===== src/rtl/ps2_host_tx.sv =====
// PS/2 host-to-device transmitter: runs the host request-to-send sequence
// (inhibit, start, 8 data bits LSB first, odd parity, stop, device ACK)
// over the open-drain PS/2 clock/data pair. Both lines are released
// whenever the FSM is idle, including immediately on reset.
module ps2_host_tx #(
    parameter int unsigned INHIBIT_CYCLES = 6000,
    parameter int unsigned TIMEOUT_CYCLES = 750000
) (
    input  logic       fpgaclk,
    input  logic       rst,
    input  logic [7:0] tx_data,
    input  logic       tx_start,
    output logic       tx_busy,
    output logic       tx_done,
    output logic       tx_ack,
    output logic       tx_err,
    input  logic       ps2clk_in,
    input  logic       ps2dat_in,
    output logic       ps2clk_oe,
    output logic       ps2dat_oe
);

    localparam int unsigned CNT_MAX = (INHIBIT_CYCLES > TIMEOUT_CYCLES) ? INHIBIT_CYCLES : TIMEOUT_CYCLES;
    localparam int unsigned CW      = $clog2(CNT_MAX + 1);

    typedef enum logic [2:0] {
        S_IDLE,
        S_INHIBIT,
        S_START,
        S_SEND,
        S_ACK,
        S_WAIT_IDLE
    } state_t;

    state_t        state_q, state_d;
    logic [CW-1:0] cnt_q, cnt_d;
    logic [3:0]    bit_idx_q, bit_idx_d;
    logic [9:0]    frame_q, frame_d;     // {parity, data[7:0], start}
    logic          ack_cap_q, ack_cap_d;
    logic          done_q, done_d;
    logic          tx_ack_q, tx_ack_d;
    logic          tx_err_q, tx_err_d;

    logic clk_s1_q, clk_s2_q, clk_prev_q;
    logic dat_s1_q, dat_s2_q;
    logic clk_fall;
    logic timed_out;
    logic clk_oe, dat_oe;

    // Two-flop synchronizers on both pins plus a delayed copy of the clock for edge detection
    always_ff @(posedge fpgaclk or negedge rst) begin
        if (!rst) begin
            clk_s1_q   <= 1'b1;
            clk_s2_q   <= 1'b1;
            clk_prev_q <= 1'b1;
            dat_s1_q   <= 1'b1;
            dat_s2_q   <= 1'b1;
        end else begin
            clk_s1_q   <= ps2clk_in;
            clk_s2_q   <= clk_s1_q;
            clk_prev_q <= clk_s2_q;
            dat_s1_q   <= ps2dat_in;
            dat_s2_q   <= dat_s1_q;
        end
    end

    assign clk_fall  = clk_prev_q & ~clk_s2_q;
    assign timed_out = (cnt_q == CW'(TIMEOUT_CYCLES - 1));

    // FSM and datapath state registers
    always_ff @(posedge fpgaclk or negedge rst) begin
        if (!rst) begin
            state_q   <= S_IDLE;
            cnt_q     <= '0;
            bit_idx_q <= '0;
            frame_q   <= '0;
            ack_cap_q <= 1'b0;
            done_q    <= 1'b0;
            tx_ack_q  <= 1'b0;
            tx_err_q  <= 1'b0;
        end else begin
            state_q   <= state_d;
            cnt_q     <= cnt_d;
            bit_idx_q <= bit_idx_d;
            frame_q   <= frame_d;
            ack_cap_q <= ack_cap_d;
            done_q    <= done_d;
            tx_ack_q  <= tx_ack_d;
            tx_err_q  <= tx_err_d;
        end
    end

    // Next-state, counter and line-drive logic; the one counter serves as inhibit timer and edge timeout
    always_comb begin
        state_d   = state_q;
        cnt_d     = cnt_q;
        bit_idx_d = bit_idx_q;
        frame_d   = frame_q;
        ack_cap_d = ack_cap_q;
        done_d    = 1'b0;
        tx_ack_d  = tx_ack_q;
        tx_err_d  = tx_err_q;
        clk_oe    = 1'b0;
        dat_oe    = 1'b0;

        unique case (state_q)
            S_IDLE: begin
                // A request coinciding with the completion pulse is dropped
                if (tx_start && !done_q) begin
                    frame_d  = {~^tx_data, tx_data, 1'b0};
                    cnt_d    = '0;
                    tx_ack_d = 1'b0;
                    tx_err_d = 1'b0;
                    state_d  = S_INHIBIT;
                end
            end

            S_INHIBIT: begin
                clk_oe = 1'b1;
                if (cnt_q == CW'(INHIBIT_CYCLES - 1)) begin
                    cnt_d   = '0;
                    state_d = S_START;
                end else begin
                    cnt_d = cnt_q + 1'b1;
                end
            end

            S_START: begin
                clk_oe    = 1'b1;
                dat_oe    = 1'b1;
                bit_idx_d = '0;
                cnt_d     = '0;
                state_d   = S_SEND;
            end

            S_SEND: begin
                // Index 0 is the start bit; the stop bit (released line) is what ACK drives
                dat_oe = ~frame_q[bit_idx_q];
                if (clk_fall) begin
                    cnt_d = '0;
                    if (bit_idx_q == 4'd9) begin
                        state_d = S_ACK;
                    end else begin
                        bit_idx_d = bit_idx_q + 1'b1;
                    end
                end else if (timed_out) begin
                    cnt_d    = '0;
                    done_d   = 1'b1;
                    tx_ack_d = 1'b0;
                    tx_err_d = 1'b1;
                    state_d  = S_IDLE;
                end else begin
                    cnt_d = cnt_q + 1'b1;
                end
            end

            S_ACK: begin
                if (clk_fall) begin
                    cnt_d     = '0;
                    ack_cap_d = ~dat_s2_q;
                    state_d   = S_WAIT_IDLE;
                end else if (timed_out) begin
                    cnt_d    = '0;
                    done_d   = 1'b1;
                    tx_ack_d = 1'b0;
                    tx_err_d = 1'b1;
                    state_d  = S_IDLE;
                end else begin
                    cnt_d = cnt_q + 1'b1;
                end
            end

            S_WAIT_IDLE: begin
                if (clk_s2_q && dat_s2_q) begin
                    cnt_d    = '0;
                    done_d   = 1'b1;
                    tx_ack_d = ack_cap_q;
                    tx_err_d = 1'b0;
                    state_d  = S_IDLE;
                end else if (clk_fall) begin
                    cnt_d = '0;
                end else if (timed_out) begin
                    cnt_d    = '0;
                    done_d   = 1'b1;
                    tx_ack_d = 1'b0;
                    tx_err_d = 1'b1;
                    state_d  = S_IDLE;
                end else begin
                    cnt_d = cnt_q + 1'b1;
                end
            end

            default: begin
                state_d = S_IDLE;
            end
        endcase
    end

    assign ps2clk_oe = clk_oe;
    assign ps2dat_oe = dat_oe;
    assign tx_busy   = (state_q != S_IDLE);
    assign tx_done   = done_q;
    assign tx_ack    = tx_ack_q;
    assign tx_err    = tx_err_q;

endmodule


===== config.mk =====
export PLATFORM = sky130hd
export DESIGN_NAME = ps2_host_tx
export DESIGN_NICKNAME = d
export VERILOG_FILES = /design/src/rtl/ps2_host_tx.sv
export SDC_FILE = /design/constraint.sdc
export NUM_CORES = 1
export LEC_CHECK = 0
export ABC_CLOCK_PERIOD_IN_PS = 4350
export BUFFER_PORTS_ARGS = -buffer_cell sky130_fd_sc_hd__buf_2
export CORE_MARGIN = 3
export CORE_UTILIZATION = 60
export CTS_CLUSTER_DIAMETER = 150
export DETAILED_ROUTE_END_ITERATION = 10
export PLACE_DENSITY = 0.9
export RECOVER_POWER = 100
export SETUP_SLACK_MARGIN = 0.2
export SLEW_MARGIN = 15
export SYNTH_ARGS = -nofsm -noshare
export SYNTH_HDL_FRONTEND = slang
export SYNTH_SLANG_ARGS = --single-unit

===== constraint.sdc =====
create_clock -name fpgaclk -period 4.35 [get_ports fpgaclk]
set_input_delay 0.435 -clock fpgaclk [delete_from_list [all_inputs] [get_ports fpgaclk]]
set_output_delay 0.435 -clock fpgaclk [all_outputs]
set_load 0.05 [all_outputs]

# ---- After elaboration in Yosys (flattened, before gate mapping)
# Cells that the tools add are included.
dict set report word_totals {
  regBits 45
  output_inout_bits 6
}
dict set report op_classes {
  add_sub_neg 2
  magnitude_cmp 1
  n_eq_ne 14
  n_mux 35
  bitwise_logic 4
  n_reduce_logical 17
}
# operator n
set op_table {}
lappend op_table {{20-bit two-way mux} 5}
lappend op_table {{20-bit case mux with 5 select lines} 1}
lappend op_table {{3-bit two-way mux} 8}
lappend op_table {{20-bit by 1-bit adder with 20-bit output (second input constant)} 1}
lappend op_table {{20-bit by 13-bit equality test with 1-bit output (second input constant)} 1}
lappend op_table {{20-bit equality test (second input constant)} 1}
lappend op_table {{3-bit case mux with 6 select lines} 1}
lappend op_table {{1-bit two-way mux} 12}
lappend op_table {{4-bit two-way mux} 2}
lappend op_table {{2-bit != test (second input constant)} 4}
lappend op_table {{4-bit case mux with 2 select lines} 1}
lappend op_table {{2-bit AND reduction} 4}
lappend op_table {{8-bit XNOR reduction} 1}
lappend op_table {{3-bit by 2-bit equality test with 1-bit output (second input constant)} 2}
lappend op_table {{3-bit equality test (second input constant)} 2}
lappend op_table {{3-bit != test (second input constant)} 2}
lappend op_table {{1-bit case mux with 3 select lines} 2}
lappend op_table {{3-bit nonzero test} 2}
lappend op_table {{4-bit by 5-bit less-than comparator with 1-bit output (second input constant)} 1}
lappend op_table {{5-bit nonzero test} 1}
lappend op_table {{4-bit by 1-bit adder with 4-bit output (second input constant)} 1}
lappend op_table {{1-bit binary-select mux with 4-bit select} 1}
lappend op_table {{4-bit equality test (second input constant)} 1}
lappend op_table {{1-bit case mux with 2 select lines} 2}
lappend op_table {{other kinds (10)} 14}

# ---- Depth between registers and ports, before layout
dict set report depth {
  word_depth 5
  depth_mapped 8
  ltp_nobuf 7
}

# ---- Worst setup path before layout
# Ideal clock, no wire load.
dict set report synth_timing {
  path_kind {register to output}
  from {register bit_idx_q[0]}
  to {output port ps2dat_oe}
  arrival_ns 2.085
  path_slack_ns 1.830
  path_stages_with_launch 6
  path_cell_list {dfrtp_1 -> clkbuf_1 -> mux4_2 -> nand3b_1 -> o21ai_0 -> a21oi_1}
}
dict set report synth_via {
  elab_chain_cells 4
}
# element line
set synth_lines {}
lappend synth_lines {{from (decl)} 37} ;# logic [3:0] bit_idx_q, bit_idx_d;
lappend synth_lines {{from (signal assigned)} 84} ;# bit_idx_q <= bit_idx_d;
lappend synth_lines {{1-bit binary-select mux with 4-bit select} 138} ;# dat_oe = ~frame_q[bit_idx_q];
lappend synth_lines {{1-bit two-way mux (implied by the code)} 138}
lappend synth_lines {{1-bit NOT} 138}
lappend synth_lines {{1-bit case mux with 2 select lines} 106} ;# unique case (state_q)
lappend synth_lines {{to (decl)} 20} ;# output logic ps2dat_oe
# Every way passes these cells. The select of a mux whose other input is x is not followed.

# ---- Worst setup path in the final report
dict set report layout_timing {
  from {register cnt_q[0]}
  to {register cnt_q[9]}
}
dict set report layout_via {
  elab_chain_cells 5
}
# element line
set layout_lines {}
lappend layout_lines {{from (decl)} 36} ;# logic [CW-1:0] cnt_q, cnt_d;
lappend layout_lines {{from (signal assigned)} 83} ;# cnt_q <= cnt_d;
lappend layout_lines {{20-bit by 1-bit adder with 20-bit output or 20-bit equality test (tied branches)} --}
lappend layout_lines {{20-bit two-way mux} {146, 162, 182}}
lappend layout_lines {{20-bit two-way mux} 158} ;# if (clk_fall) begin
lappend layout_lines {{20-bit two-way mux} 174} ;# if (clk_s2_q && dat_s2_q) begin
lappend layout_lines {{20-bit case mux with 5 select lines (*)} 106}
# Mark *: on every way between the ends. The rest lies on a longest branch, timed or not.
# A chain may end at the register's enable or synchronous reset.

==> out/results.md <==
| Parameter | Reported | Unit |
|---|---|---|
| Run status | finished, violations left | - |
| Violated checks | capacitance limit, slew limit | - |
| RSZ-0062 raised after global routing | no | - |
| Die ar. | 0.00518 | mm^2 |
| Via count of the first global-routing pass | 2029 | - |
| Maximum number of pins on one net before global-route repair | 46 | - |
| Relative slew margins | -0.555 | - |
| Area added between synthesis and finish | 5.56 | % |
| Largest stage delay on the critical path | 1230 | ps |
| Buf+Inv Stages, Crit Path | 0 | - |
| Hold Path Class | in2reg | - |
| Insertion delay to the later sink of the worst-skew pair | 300 | ps |
| Count of pins over their slew limit | 68 | - |
| Global-route wire length before repair | 9.28 | mm |
| Remaining design rule violation count | 0 | - |
| Commonest non-fill, non-tap cell in the layout | dfrtp_1 | - |
| Primary flip-flop cell chosen by synthesis mapping | dfrtp_1 | - |
| Setup crit start kind | flop | - |
| CTS Root Buffer Type | clkbuf_8 | - |
| Net count of the mapped netlist | 296 | - |
| Number of buffers between clock root and the deepest sink | 2 | - |
| Final clock skew | 8.84 | ps |
| Dominant delay contributor by cell family on the critical path | compound AO/OA/AOI/OAI gates | - |
| R2r worst-path depth | 6 | - |
| Share of synthesized registers carrying an async set or reset | 1.00 | - |
| Number of nets at the end of the flow | 308 | - |
| Detailed-route wire length | 5.52 | mm |
| Via total after detailed routing | 2152 | - |
| Wire length on met1 | 2.51 | mm |
| Number of post-CTS setup repair buffers | 0 | - |
| Antenna violations before repair | 0 | - |
| Gp weighted congestion | 0.902 | - |
| List of cells traversed by the critical path | ha_1 > and3_1 > and3_1 > a31oi_1 > nor2_4 > o311ai_0 | - |
| Top routing layer in use | met4 | - |
| Cell depth of the worst min-delay path | 1 | - |
| Post-route minimum period | 3070 | ps |
| Routed wl met3 | 246 | um |
| Peak ir drop on the vdd network | 0.167 | mV |
| Amount of wire on met2 after detailed routing | 2.63 | mm |
| Ys Warns | 0 | - |
| Global route total overflow | 0 | - |
| Peak Freq | 326 | MHz |
| Count of antenna diodes in the layout | 0 | - |
| Detail Route Antenna Nets | 0 | - |
| Boundary Pins | 19 | - |
| Sum of negative setup slack | 0 | ps |
| Starting utilization of the core area | 0.639 | - |
| Category of the most critical setup path | reg2reg | - |
| Number of levels in the clock H-tree | 2 | - |
| Type of element capturing the critical path | flop | - |
| Post-synthesis instance area | 0.00261 | mm^2 |
| Number of gates on the worst path with buffers counted | 6 | - |
| Total power divided by cell area | 262 | mW/mm^2 |
| Hold WS | 223 | ps |
| Post-synthesis sequential area ratio | 0.434 | - |
| Dpl hpwl | 3.85 | mm |
| Cell at the slowest stage of the critical path | a31oi_1 | - |
| Placeable core region | 0.00409 | mm^2 |
| Initial DRT Pass Iterations | 4 | - |
| Rows | 23 | - |
| Worst Tran Pin Value | 2330 | ps |
| Clock-pin transition on the worst setup and hold timing paths | 80 | ps |
| Data arrival time of the worst path | 3260 | ps |
| Gate count of the mapped netlist | 280 | - |
| Number of flops mapped to enable cells by yosys | 0 | - |
| Final setup fails | 0 | - |
| Total non-filler cell area in the finished layout | 0.00276 | mm^2 |
| Buffers added on ports | 18 | - |
| Most frequent cells in the layout | dfrtp_1 (40), nand2_1 (36), nor2_1 (19), o21ai_0 (19) | - |
| Distinct cell type count after synthesis | 57 | - |
| Mean Syn Cell Area | 9.32 | um^2 |
| Share of the clock period used by the worst path after layout | 0.706 | - |
| Register bit total from synthesis | 45 | - |
| Global-route usage over all layers | 0.229 | - |
| MaxCap Viol Count | 2 | - |
| Most frequent CP cell | and3_1 | - |
| Clock buffer count from CTS | 5 | - |
| Number of hold-repair buffers added at the cts stage | 0 | - |
| Die extent in x | 72.0 | um |
| Vertical die dimension | 72.0 | um |
| Pleak | 1.12 | nW |
| Clock tree from TritonCTS | done | - |
| Clk sinks | 45 | - |
| Data required time of the critical path | 4540 | ps |
| Post-Place Cell Area | 0.00269 | mm^2 |
| Post-cts resize count | 0 | - |
| Endpoints failing hold | 0 | - |
| Drt via density | 6.27 | - |
| Iteration-0 DRC count of the detailed router | 186 | - |
| Share of cells above drive strength 1 | 0.137 | - |
| Wire length per cell after detailed routing | 16.1 | um |
| Max Fanout on Critical Path | 21 | - |
cells by family (layout without fill, tap and decap cells):
| kind of cell | count (synthesis) | after routing | share of synthesized area |
|---|---|---|---|
| AND/OR/NAND/NOR | 115 | 115 | 0.230 |
| AO/OA/AOI/OAI | 68 | 68 | 0.175 |
| flip-flops | 45 | 45 | 0.434 |
| buffers and inverters | 22 | 35 | 0.0407 |
| multiplexers | 15 | 15 | 0.0662 |
| XOR/XNOR | 12 | 12 | 0.0403 |
| adder cells (fa/ha/maj) | 3 | 3 | 0.0144 |
metrics by stage:
stage / cells / worst slack (ps) / power (mW) / utilization
floorplan: 280 / 1830 / 0.446 / -
global placement: 335 / 2020 / 0.462 / 0.658
detailed placement: 335 / 1960 / 0.464 / 0.658
CTS: 343 / 1860 / 0.735 / 0.682
global route: 343 / 985 / 0.750 / 0.674
finish: 343 / 1280 / 0.723 / 0.674
cell type report:
| cell class | instances | area (um^2) |
|---|---|---|
| fill | 302 | 1330 |
| tap | 50 | 62.6 |
| clock buffer | 6 | 82.6 |
| clock inverter | 2 | 13.8 |
| sequential | 45 | 1130 |
| timing repair buffer | 18 | 82.6 |
| multi-input combinational | 213 | 1350 |
| inverter | 9 | 33.8 |
power breakdown:
| group | total (mW) | internal (mW) | switching, mW |
|---|---|---|---|
| combinational | 0.0306 | 0.0118 | 0.0187 |
| sequential | 0.424 | 0.422 | 0.00158 |
| clock | 0.269 | 0.129 | 0.140 |
| total | 0.723 | 0.563 | 0.160 |
state kept, by name (all words and copies together) (netlist names), 3 cells and up:
| register | cells |
|---|---|
| bit_idx_q | 4 |
| cnt_q | 20 |
| frame_q | 9 |
| state_q | 3 |
metal layers:
metal | up-vias | GRT usage
met4 | 0 | 0.109
li1 | 1038 | -
met3 | 14 | 0.0416
met2 | 68 | 0.364
met5 | - | 0
met1 | 1032 | 0.306
cells in the mapped netlist, types with 4 or more instances:
master | n | area, um^2
mux2_2 | 8 | 90.1
a21oi_1 | 11 | 55.1
dfrtp_1 | 40 | 1000
nor2_1 | 19 | 71.3
o21ai_0 | 18 | 90.1
nor2b_1 | 6 | 37.5
nand2_1 | 36 | 135
nor3_1 | 9 | 45.0
o22ai_1 | 8 | 50.1
a22oi_1 | 4 | 30.0
mux2i_1 | 6 | 60.1
inv_1 | 9 | 33.8
xnor2_1 | 9 | 78.8
and3_1 | 4 | 25.0
nor4_1 | 4 | 25.0
buf_2 | 4 | 20.0
dfstp_2 | 5 | 131
nand3_1 | 12 | 60.1
o21ai_1 | 4 | 20.0
nand4_1 | 4 | 25.0
clkbuf_1 | 5 | 18.8
worst paths after layout:
kind,startpoint,to,slack (ps)
worst max-delay path,cnt_q[0],cnt_q[9],1280
worst min-delay path,ps2clk_in,clk_s1_q,220
worst max register to register,cnt_q[0],cnt_q[9],1280
worst min register to register,dat_s1_q,dat_s2_q,360
max in group asynchronous,rst,cnt_q[11],2180
min in group asynchronous,rst,cnt_q[9],830
No activity file was read; power rests on OpenSTA's default activity.
